==> config.mk <==
export PLATFORM = sky130hd
export DESIGN_NAME = action_arbiter
export DESIGN_NICKNAME = d
export VERILOG_FILES = /design/src/rtl/action_arbiter.sv
export SDC_FILE = /design/constraint.sdc
export NUM_CORES = 1
export LEC_CHECK = 0
export CORE_MARGIN = 2
export CORE_UTILIZATION = 35
export CTS_CLUSTER_DIAMETER = 60
export DETAILED_ROUTE_END_ITERATION = 16
export GPL_ROUTABILITY_DRIVEN = 0
export HOLD_SLACK_MARGIN = 0.15
export SYNTH_ARGS = -nofsm -noshare
export SYNTH_HDL_FRONTEND = slang
export SYNTH_SLANG_ARGS = --single-unit
==> constraint.sdc <==
create_clock -name clk -period 4.75 [get_ports clk]
set_input_delay 0.475 -clock clk [delete_from_list [all_inputs] [get_ports clk]]
set_output_delay 0.475 -clock clk [all_outputs]
set_load 0.03 [all_outputs]
==> src/rtl/action_arbiter.sv <==
// action_arbiter: serialises sleep/awake/feed/play requests into one
// valid/ready command stream with round-robin grant and cooldown lockout.
module action_arbiter #(
  parameter int COOLDOWN = 50_000_000,
  parameter int CNT_W    = 26
) (
  input  logic       clk,
  input  logic       rst,
  input  logic       req_sleep,
  input  logic       req_awake,
  input  logic       req_feed,
  input  logic       req_play,
  input  logic       test_mode,
  output logic       cmd_valid,
  output logic [2:0] cmd_code,
  input  logic       cmd_ready,
  output logic [3:0] pending,
  output logic       cooldown_act,
  output logic [7:0] drop_cnt
);

  typedef enum logic [1:0] {
    IDLE,
    ISSUE,
    COOL
  } state_t;

  localparam logic [CNT_W-1:0] CLOAD =
    (COOLDOWN == 0) ? '0 : CNT_W'(COOLDOWN - 1);

  state_t           state, state_nx;
  logic [1:0]       rr, rr_nx;
  logic [1:0]       gidx, gidx_nx;
  logic [1:0]       sel, idx;
  logic             found;
  logic [CNT_W-1:0] cnt, cnt_nx;
  logic [3:0]       req, clr, lat, drop, pend_nx;
  logic             acc;
  logic             valid_nx;
  logic [2:0]       code_nx;
  logic [2:0]       ndrop;
  logic [8:0]       dsum;
  logic [7:0]       drop_nx;

  assign req = {req_play, req_feed, req_awake, req_sleep};
  assign acc = (state == ISSUE) && cmd_valid && cmd_ready;
  assign cooldown_act = (state == COOL);

  // A pulse on a bit being accepted this cycle is a fresh request.
  always_comb begin
    clr = '0;
    if (acc) clr[gidx] = 1'b1;
    drop[0] = req[0] & (req[1] | (pending[0] & ~clr[0]));
    drop[1] = req[1] & pending[1] & ~clr[1];
    drop[2] = req[2] & pending[2] & ~clr[2];
    drop[3] = req[3] & pending[3] & ~clr[3];
    lat = pending | req;
    if (req[1])      lat[0] = 1'b0;
    else if (req[0]) lat[1] = 1'b0;
    pend_nx = lat & ~(clr & ~req);
  end

  always_comb begin
    ndrop = 3'(drop[0]) + 3'(drop[1]) + 3'(drop[2]) + 3'(drop[3]);
    dsum = {1'b0, drop_cnt} + 9'(ndrop);
    drop_nx = dsum[8] ? 8'hff : dsum[7:0];
  end

  always_comb begin
    sel = rr;
    idx = rr;
    found = 1'b0;
    for (int i = 0; i < 4; i++) begin
      idx = rr + 2'(i);
      if (!found && pending[idx]) begin
        sel = idx;
        found = 1'b1;
      end
    end
  end

  always_comb begin
    state_nx = state;
    rr_nx = rr;
    gidx_nx = gidx;
    cnt_nx = cnt;
    valid_nx = cmd_valid;
    code_nx = cmd_code;
    unique case (state)
      IDLE: begin
        if (|pending) begin
          gidx_nx = sel;
          code_nx = 3'(sel) + 3'd1;
          valid_nx = 1'b1;
          state_nx = ISSUE;
        end
      end
      ISSUE: begin
        if (acc) begin
          rr_nx = gidx + 2'd1;
          valid_nx = 1'b0;
          code_nx = 3'd0;
          if (COOLDOWN == 0 || test_mode) begin
            state_nx = IDLE;
          end else begin
            cnt_nx = CLOAD;
            state_nx = COOL;
          end
        end else if (!lat[gidx]) begin
          // offer cancelled by the sleep/awake override
          valid_nx = 1'b0;
          code_nx = 3'd0;
          state_nx = IDLE;
        end
      end
      COOL: begin
        if (test_mode || cnt == '0) state_nx = IDLE;
        else cnt_nx = cnt - 1'b1;
      end
      default: state_nx = IDLE;
    endcase
  end

  always_ff @(posedge clk or posedge rst) begin
    if (rst) begin
      state <= IDLE;
      rr <= 2'd0;
      gidx <= 2'd0;
      cnt <= '0;
      cmd_valid <= 1'b0;
      cmd_code <= 3'd0;
      pending <= 4'd0;
      drop_cnt <= 8'd0;
    end else begin
      state <= state_nx;
      rr <= rr_nx;
      gidx <= gidx_nx;
      cnt <= cnt_nx;
      cmd_valid <= valid_nx;
      cmd_code <= code_nx;
      pending <= pend_nx;
      drop_cnt <= drop_nx;
    end
  end

endmodule

### Yosys cells after proc, flatten, opt, wreduce, memory -nomap -nowiden

Cells that the tools add are included.

* logic and storage cells: 111
* output and inout port bits: 17
* memories: 0
* RAM bits: 0
* register bits: 48
* input bits: 8
* ROM bits: 0
* bits in latches: 0

* magnitude comparators: 6
* shift operators: 0
* equality and inequality tests: 8
* bitwise operators: 18
* mux-type cells: 41
* $mul: 0
* $add $sub $neg: 10
* reductions and logical operators: 20
* divide/modulo/power cells: 0

Operators with widths (number)
* 26-bit 2-to-1 mux: 3
* 26-bit case mux with 2 select lines: 1
* 26-bit logical NOT: 1
* 26-bit by 1-bit subtractor with 26-bit output (second input constant): 1
* 2-bit 2-to-1 mux: 8
* 2-bit by 3-bit < comparator with 1-bit output (second input constant): 5
* 1-bit 2-to-1 mux: 15
* 1-bit binary-select mux with 2-bit select: 5
* 8-bit by 3-bit adder with 9-bit output: 1
* 3-bit 2-to-1 mux: 3
* 1-bit AND: 8
* 4-bit AND: 2
* 8-bit 2-to-1 mux: 1
* 2-bit inequality test (second input constant): 4
* 4-bit inverter: 2
* 1-bit logical AND: 6
* 2-bit case mux with 3 select lines: 1
* 3-bit case mux with 2 select lines: 1
* 3-bit AND reduction: 2
* 2-bit by 1-bit adder with 2-bit output (second input constant): 2
* 2-bit adder (second input constant): 2
* 4-bit 2-to-1 mux: 1
* 1-bit inverter: 4
* 4-bit OR: 1
* 19 further kinds: 23

### Logic depth before layout (Yosys ltp)

Gate-level depths: netlist of the first run.

* word-level depth: 15
* gate-level depth with buffers: 14
* gate-level depth less buffers: 13

### Worst setup path before layout of the first run

Ideal clock, no wire load.

* path kind: register to register
* start point: register cmd_valid
* end point: register drop_cnt[4]
* setup slack: 1.549 ns
* clock period less this slack: 3.201 ns
* stages on the path, launching flop included: 14
* data required time: 4.615 ns
* path buffers: 1
* setup time: 0.135 ns
* data arrival time: 3.065 ns
* path through: dfrtp_1 -> nand2_1 -> nor3_1 -> clkbuf_1 -> a21boi_0 -> o21ai_0 -> fa_1 -> inv_1 -> fa_1 -> fa_1 -> nand2_1 -> nor2_1 -> nand4_1 -> o21ai_0

* longest elaborated chain between the ends: 12
* elaborated cells on any way between the ends: 18
* those cells by class: add/sub: 4; mux: 2; bitwise: 10; reduce/logical: 2

RTL lines
* start: declaration: line 14 `output logic cmd_valid,`
* start signal: assignment: line 139 `cmd_valid <= valid_nx;`
* 1-bit logical AND * (2 in series): line 46 `assign acc = (state == ISSUE) && cmd_valid && cmd_ready;`
* 4-bit 2-to-1 mux *: line 52 `if (acc) clr[gidx] = 1'b1;`
* 1-bit inverter: line 53 `drop[0] = req[0] & (req[1] | (pending[0] & ~clr[0]));`
* 1-bit AND: line 53
* 1-bit OR: line 53
* 1-bit AND: line 53
* 1-bit by 1-bit adder with 2-bit output: line 64 `ndrop = 3'(drop[0]) + 3'(drop[1]) + 3'(drop[2]) + 3'(drop[3]);`
* 2-bit by 1-bit adder with 3-bit output: line 64
* 3-bit by 1-bit adder with 3-bit output *: line 64
* 8-bit by 3-bit adder with 9-bit output *: line 65 `dsum = {1'b0, drop_cnt} + 9'(ndrop);`
* 8-bit 2-to-1 mux *: line 66 `drop_nx = dsum[8] ? 8'hff : dsum[7:0];`
* via drop_nx[4]: line 43 `logic [7:0] drop_nx;`
* end signal: assignment: line 142 `drop_cnt <= drop_nx;`
* end: declaration: line 19 `output logic [7:0] drop_cnt`

Mark *: on every way through the listed nets, which the timed path passes. The rest lies on a longest branch.
A chain may end at the register's enable or synchronous reset.

### Worst setup path in the final report of the first run

* start point: register gidx[0]
* end point: register drop_cnt[4]

* longest elaborated chain between the ends: 14
* elaborated cells on any way between the ends: 21
* those cells by class: add/sub: 4; order compare: 2; mux: 4; bitwise: 10; reduce/logical: 1

RTL lines
* start: declaration: line 33 `logic [1:0] gidx, gidx_nx;`
* start signal: assignment: line 137 `gidx <= gidx_nx;`
* 2-bit by 3-bit < comparator with 1-bit output (not written as such) or 2-bit by 1-bit >= comparator with 1-bit output (tied branches): line 52
* 1-bit logical AND (not written as such): line 52
* 1-bit 2-to-1 mux (not written as such): line 52
* 1-bit demux with 2-bit select *: line 52
* 4-bit 2-to-1 mux *: line 52
* 1-bit inverter: line 53
* 1-bit AND: line 53
* 1-bit OR: line 53
* 1-bit AND: line 53
* 1-bit by 1-bit adder with 2-bit output: line 64
* 2-bit by 1-bit adder with 3-bit output: line 64
* 3-bit by 1-bit adder with 3-bit output *: line 64
* 8-bit by 3-bit adder with 9-bit output *: line 65
* 8-bit 2-to-1 mux *: line 66
* via drop_nx[4]: line 43

Marks and branches as above.

==> flow_metrics.env, run 1 <==
export IMPL_status="complete, no violations"
export IMPL_die_area_um2=8300
export IMPL_worstMarginPinSlew_ns=0.999
export IMPL_finalHoldViolCount=0
export IMPL_fin_skew_ns=0.00801
export IMPL_avgSynthCellArea_um2=9.73
export IMPL_switchingPower_mw=0.602
export IMPL_finalPower_mw=1.56
export IMPL_start_util=0.364
export IMPL_drv_slew=0
export IMPL_pwr_share_clk=0.200
export IMPL_die_h_um=91.1
export IMPL_r2r_slack_ns=1.51
export IMPL_cp_max_fo=8
export IMPL_post_drt_via_cell_ratio=5.23
export IMPL_post_route_min_period_ns=3.24
export IMPL_peakVddDrop_mv=0.303
export IMPL_insertion_delay_ns=0.30
export IMPL_ys_warn_count=0
export IMPL_drc=0
export IMPL_netlist_area_um2=2660
export IMPL_worstSetupPathType="flip-flop to flip-flop"
export IMPL_yosysSeqAreaShare=0.452
export IMPL_max_cap_violations=0
export IMPL_seq_power_share=0.404
export IMPL_post_drt_wl_per_cell_um=13.2
export IMPL_arrival_ns=3.43
export IMPL_coreArea_um2=7290
export IMPL_synthMostInstantiatedCell="dfrtp_1"
export IMPL_track_usage=0.135
export IMPL_portBuffers=24
export IMPL_rsz0062_at_grt="false"
export IMPL_finalCritPeriodShare=0.683
export IMPL_synth_edff_count=0
export IMPL_syn_to_final_growth_pct=16.6
export IMPL_dr_pass1_iters=4
export IMPL_wl_um=5250
export IMPL_crit_required_ns=4.94
export IMPL_intPower_mw=0.958
export IMPL_syn_nets=291
export IMPL_drt_initial_drc_count=90
export IMPL_first_global_vias=1961
export IMPL_p_leak_nw=1.15
export IMPL_clk_path_buf_depth=2
export IMPL_synth_commonest_cells="48 x dfrtp_1, 29 x nand2_1, 18 x nor2_1"
export IMPL_chipWidth_um=91.1
export IMPL_p_sw_frac=0.386
export IMPL_ioPinCount=25
export IMPL_nets=315
export IMPL_synthCells=273
export IMPL_relSlewSlack=0.333
export IMPL_n_antenna_cell=0
export IMPL_post_cts_setup_buffer_count=0
export IMPL_hold_buffers=0
export IMPL_clock_sinks=48
export IMPL_clk_pin_slew_ns=0.09
export IMPL_synth_top_area_share=0.452
export IMPL_dpl_hpwl_um=3710
export IMPL_synth_area_leaders="dfrtp_1 45%, nand2_1 4.1%, ha_1 3.3%, o21ai_0 2.8%, nor4_1 2.6%"
export IMPL_fmax_ghz=0.308
export IMPL_hold_path_class="flip-flop to flip-flop"
export IMPL_cts_max_level=2
export IMPL_critPathCaptureType="flip-flop"
export IMPL_postRouteAntennaNets=0
export IMPL_synth_largest_area_cell="dfrtp_1"
export IMPL_grt_max_degree=49
export IMPL_grt_pass1_wl_um=9260
export IMPL_tns_ns=0
export IMPL_startpoint_type="flip-flop"
export IMPL_gr_total_overflow=0
export IMPL_cts_root_buf="clkbuf_8"
export IMPL_synth_ff_type="dfrtp_1"
export IMPL_pwr_share_comb=0.396
export IMPL_ys_seq_elements=48
export IMPL_antenna_found_initial=0
export IMPL_setup_viol=0
export IMPL_num_vias=2076
export IMPL_ys_types=52
export IMPL_cts_buffers=5
export IMPL_fp_row_count=31
export IMPL_cts_resized=0
export IMPL_power_density_nw_per_um2=504
export IMPL_layout_drive_gt1_share=0.0839
export IMPL_async_flop_share=1.00
export IMPL_tritoncts="yes"
## cell type report
cell class	instances	area [um2]
Sequential cell	48	1200
Fill cell	755	4200
Multi-Input combinational cell	203	1350
Clock buffer	6	82.6
Timing Repair Buffer	26	255
Clock inverter	2	38.8
Inverter	13	48.8
Tap cell	99	124
## state kept, by name, indices dropped and copies added (netlist names)
signal / count
cnt: 26
gidx: 2
drop_cnt: 8
pending: 4
cmd_code: 3
rr: 2
state: 2
cmd_valid: 1
## power groups by stage
stage | logic (mW) | registers, mW | clock network, mW
after floorplan | 0.337 | 0.709 | 0
after global placement | 0.612 | 0.637 | 0
after detailed placement | 0.625 | 0.635 | 0
after CTS | 0.624 | 0.630 | 0.321
after global routing | 0.696 | 0.651 | 0.337
final | 0.617 | 0.631 | 0.312
## per-stage QoR
stage	hold WS, ns	cells	instance area [um2]	utilization	setup WS [ns]
2_1_floorplan	0.467	273	2660	-	1.55
3_3_place_gp	0.487	389	2980	0.408	1.18
3_5_place_dp	0.488	389	2980	0.408	1.15
4_1_cts	0.511	397	3100	0.425	1.45
5_1_grt	0.519	397	3100	0.425	1.19
6_report	0.501	397	3100	0.425	1.51
## worst max-delay path: stages (launching register included)
cell	delay, ns
dfrtp_1	0.50
inv_1	0.13
ha_1	0.20
a21boi_0	0.21
o21ai_0	0.15
fa_1	0.52
inv_1	0.05
fa_1	0.46
fa_1	0.43
nand2_1	0.11
nor2_1	0.08
nand4_1	0.18
o21ai_0	0.12
## routing by layer
metal | wire length [um] | track usage | vias to the layer above | part of all wire
li1 | - | - | 1060 | -
met4 | 61 | 0.0379 | 0 | 0.012
met1 | 2710 | 0.199 | 971 | 0.52
met2 | 2310 | 0.203 | 38 | 0.44
met5 | 0 | 0 | - | 0
met3 | 168 | 0.0249 | 7 | 0.032
## logic make-up (layout without fill, tap and decap cells)
family | Yosys count | count (layout) | synth area share
adder cells (fa/ha/maj) | 10 | 10 | 0.0556
buffers and inverters | 22 | 47 | 0.0405
multiplexers | 6 | 6 | 0.0236
XOR/XNOR | 8 | 8 | 0.0264
AND/OR/NAND/NOR | 117 | 117 | 0.243
AO/OA/AOI/OAI | 62 | 62 | 0.159
flip-flops | 48 | 48 | 0.452
## cells in the final DEF (no fill, tap or decap), drive strengths merged, types with 4 or more instances in the layout
master         count
inv               13
nand2b             4
o31ai              8
or3                7
nor2b              6
or4                8
mux2i              4
a31oi              4
ha                 7
clkdlybuf4s50     24
xor2               5
o21ai             17
nor4              12
nand2             29
clkbuf             6
nand3              8
nor3              10
nor2              18
dfrtp             48
a21oi             11
## worst paths after layout
kind / start / endpoint / cells past startpoint
worst min-delay path: cmd_code[2] / cmd_code[2] / 1
worst min register to register: cmd_code[2] / cmd_code[2] / 1
worst max-delay path: gidx[0] / drop_cnt[4] / 12
worst max register to register: gidx[0] / drop_cnt[4] / 12
min in group asynchronous: rst / drop_cnt[7] / 2
max in group asynchronous: rst / cnt[6] / 2
No activity file was read; power rests on OpenSTA's default activity.
==> run 2, diff against run 1 <==
==> constraint.sdc (replaced) <==
create_clock -name clk -period 3.15 [get_ports clk]
set_input_delay 0.315 -clock clk [delete_from_list [all_inputs] [get_ports clk]]
set_output_delay 0.315 -clock clk [all_outputs]
set_load 0.03 [all_outputs]
==> flow_metrics.env, run 2 (synthesis results as in run 1) <==
export IMPL_r2r_slack_ns=0.18
export IMPL_layout_drive_gt1_share=0.129
export IMPL_relSlewSlack=0.548
export IMPL_cp_max_fo=6
export IMPL_max_stage_delay_ns=0.49
export IMPL_finalCritPeriodShare=0.944
export IMPL_grt_pass1_wl_um=10100
export IMPL_fmax_ghz=0.336
export IMPL_fp_row_count=31
export IMPL_largest_reg_flops=26
export IMPL_portBuffers=24
export IMPL_p_leak_nw=1.19
export IMPL_critical_path_top_delay_family="adder cells"
export IMPL_dp_cells=400
export IMPL_num_vias=2167
export IMPL_first_global_vias=2137
export IMPL_rr_worst_depth=13
export IMPL_hold_buffers=0
export IMPL_coreArea_um2=7290
export IMPL_die_h_um=91.1
export IMPL_antenna_found_initial=0
export IMPL_gr_total_overflow=0
export IMPL_nets=327
export IMPL_post_drt_wl_per_cell_um=14.1
export IMPL_post_route_min_period_ns=2.97
export IMPL_wl_um=5770
export IMPL_final_common_cell="dfrtp_1"
export IMPL_syn_to_final_growth_pct=19.3
export IMPL_ioPinCount=25
export IMPL_tritoncts="yes"
export IMPL_insertion_delay_ns=0.31
export IMPL_start_util=0.364
export IMPL_critical_path_reg2reg_endpoint="drop_cnt[4]"
export IMPL_top_regs="cnt x26, drop_cnt x8, pending x4"
export IMPL_status="complete, no violations"
export IMPL_cp_slowest_cell="fa_1"
export IMPL_max_cap_violations=0
export IMPL_setup_slack_ns=0.175
export IMPL_fin_skew_ns=0.00865
export IMPL_path_buf_inv=3
export IMPL_dr_pass1_iters=4
export IMPL_peakVddDrop_mv=0.403
export IMPL_r2r_start="state[0]"
export IMPL_grt_max_degree=49
export IMPL_critPathCaptureType="flip-flop"
export IMPL_power_density_nw_per_um2=743
export IMPL_top_register="cnt"
export IMPL_cts_max_level=2
export IMPL_chipWidth_um=91.1
export IMPL_clock_sinks=48
export IMPL_setup_viol=0
export IMPL_worstMarginPinSlew_ns=0.677
export IMPL_n_antenna_cell=0
export IMPL_drt_initial_drc_count=105
export IMPL_cts_root_buf="clkbuf_8"
export IMPL_crit_required_ns=3.33
export IMPL_worstSetupPathType="flip-flop to flip-flop"
export IMPL_die_area_um2=8300
export IMPL_post_drt_via_cell_ratio=5.30
export IMPL_dpl_hpwl_um=4030
export IMPL_hold_path_class="input pin to asynchronous set/reset pin"
export IMPL_startpoint_type="flip-flop"
export IMPL_postRouteAntennaNets=0
export IMPL_finalHoldViolCount=0
export IMPL_arrival_ns=3.16
export IMPL_dp_slack_ns=-0.165
export IMPL_mostFrequentLayoutCells="47 x dfrtp_1, 29 x nand2_1, 24 x clkdlybuf4s50_1"
export IMPL_clk_pin_slew_ns=0.09
export IMPL_drc=0
export IMPL_track_usage=0.149
export IMPL_cts_buffers=5
export IMPL_drv_slew=0
export IMPL_clk_path_buf_depth=2
export IMPL_path_cells="inv_2, nor3_2, buf_4, nand2_1, nand3_1, fa_1, inv_1, fa_1, fa_2, nand2_1, nor2_1, nand4_1, o21ai_0"
export IMPL_tns_ns=0
export IMPL_fin_cells=409
run 2: cell type report:
class                   count  area (um2)
multi-input cells         203        1350
clock inverters             1        7.51
flip-flops and latches     48        1200
clock buffers               7        86.3
fillers                   740        4120
repair buffers             38         345
well taps                  99         124
inverters                  13        48.8
run 2: worst register-to-register path, stage by stage (launching register included):
cell	delay (ns)
dfrtp_1	0.44
inv_2	0.13
nor3_2	0.07
buf_4	0.13
nand2_1	0.09
nand3_1	0.10
fa_1	0.49
inv_1	0.05
fa_1	0.46
fa_2	0.39
nand2_1	0.10
nor2_1	0.08
nand4_1	0.20
o21ai_0	0.11
run 2: worst max path at each step:
stage          startpoint     endpoint  slack, ns  depth (start not counted)
2_1_floorplan   cmd_valid  drop_cnt[4]       0.04                         13
3_3_place_gp    cmd_ready  drop_cnt[4]      -0.11                         13
3_5_place_dp    cmd_ready  drop_cnt[4]      -0.16                         13
4_1_cts          state[0]  drop_cnt[4]       0.06                         12
5_1_grt          state[0]  drop_cnt[4]      -0.01                         13
6_report         state[0]  drop_cnt[4]       0.18                         13
run 2: routing by layer:
metal  wire, um  GRT usage  vias to the layer above
met1       2800      0.197                     1049
li1           -          -                     1079
met2       2720      0.243                       31
met4         93     0.0480                        0
met3        161     0.0315                        8
met5          0          0                        -
run 2: where the power goes:
group / internal [mW] / total, mW / leakage, nW / switching, mW
registers: 0.771 / 0.940 / 0.530 / 0.169
clock network: 0.179 / 0.387 / 0.0445 / 0.209
logic: 0.464 / 1.03 / 0.618 / 0.563
total: 1.41 / 2.35 / 1.19 / 0.940
run 2: timing repair:
item                                    4_1_cts  5_1_grt
endpoints found under the setup margin        0        8
setup buffers                                 0        1
resized for setup                             0        3
run 2: metrics by stage:
stage	power, mW	area (um2)	hold WS (ns)	util
6_report	2.35	3170	0.479	0.434
5_1_grt	2.54	3170	0.541	0.434
4_1_cts	2.37	3150	0.509	0.432
3_5_place_dp	1.97	3060	0.490	0.420
3_3_place_gp	1.95	3060	0.489	0.420
2_1_floorplan	1.58	2660	0.381	-
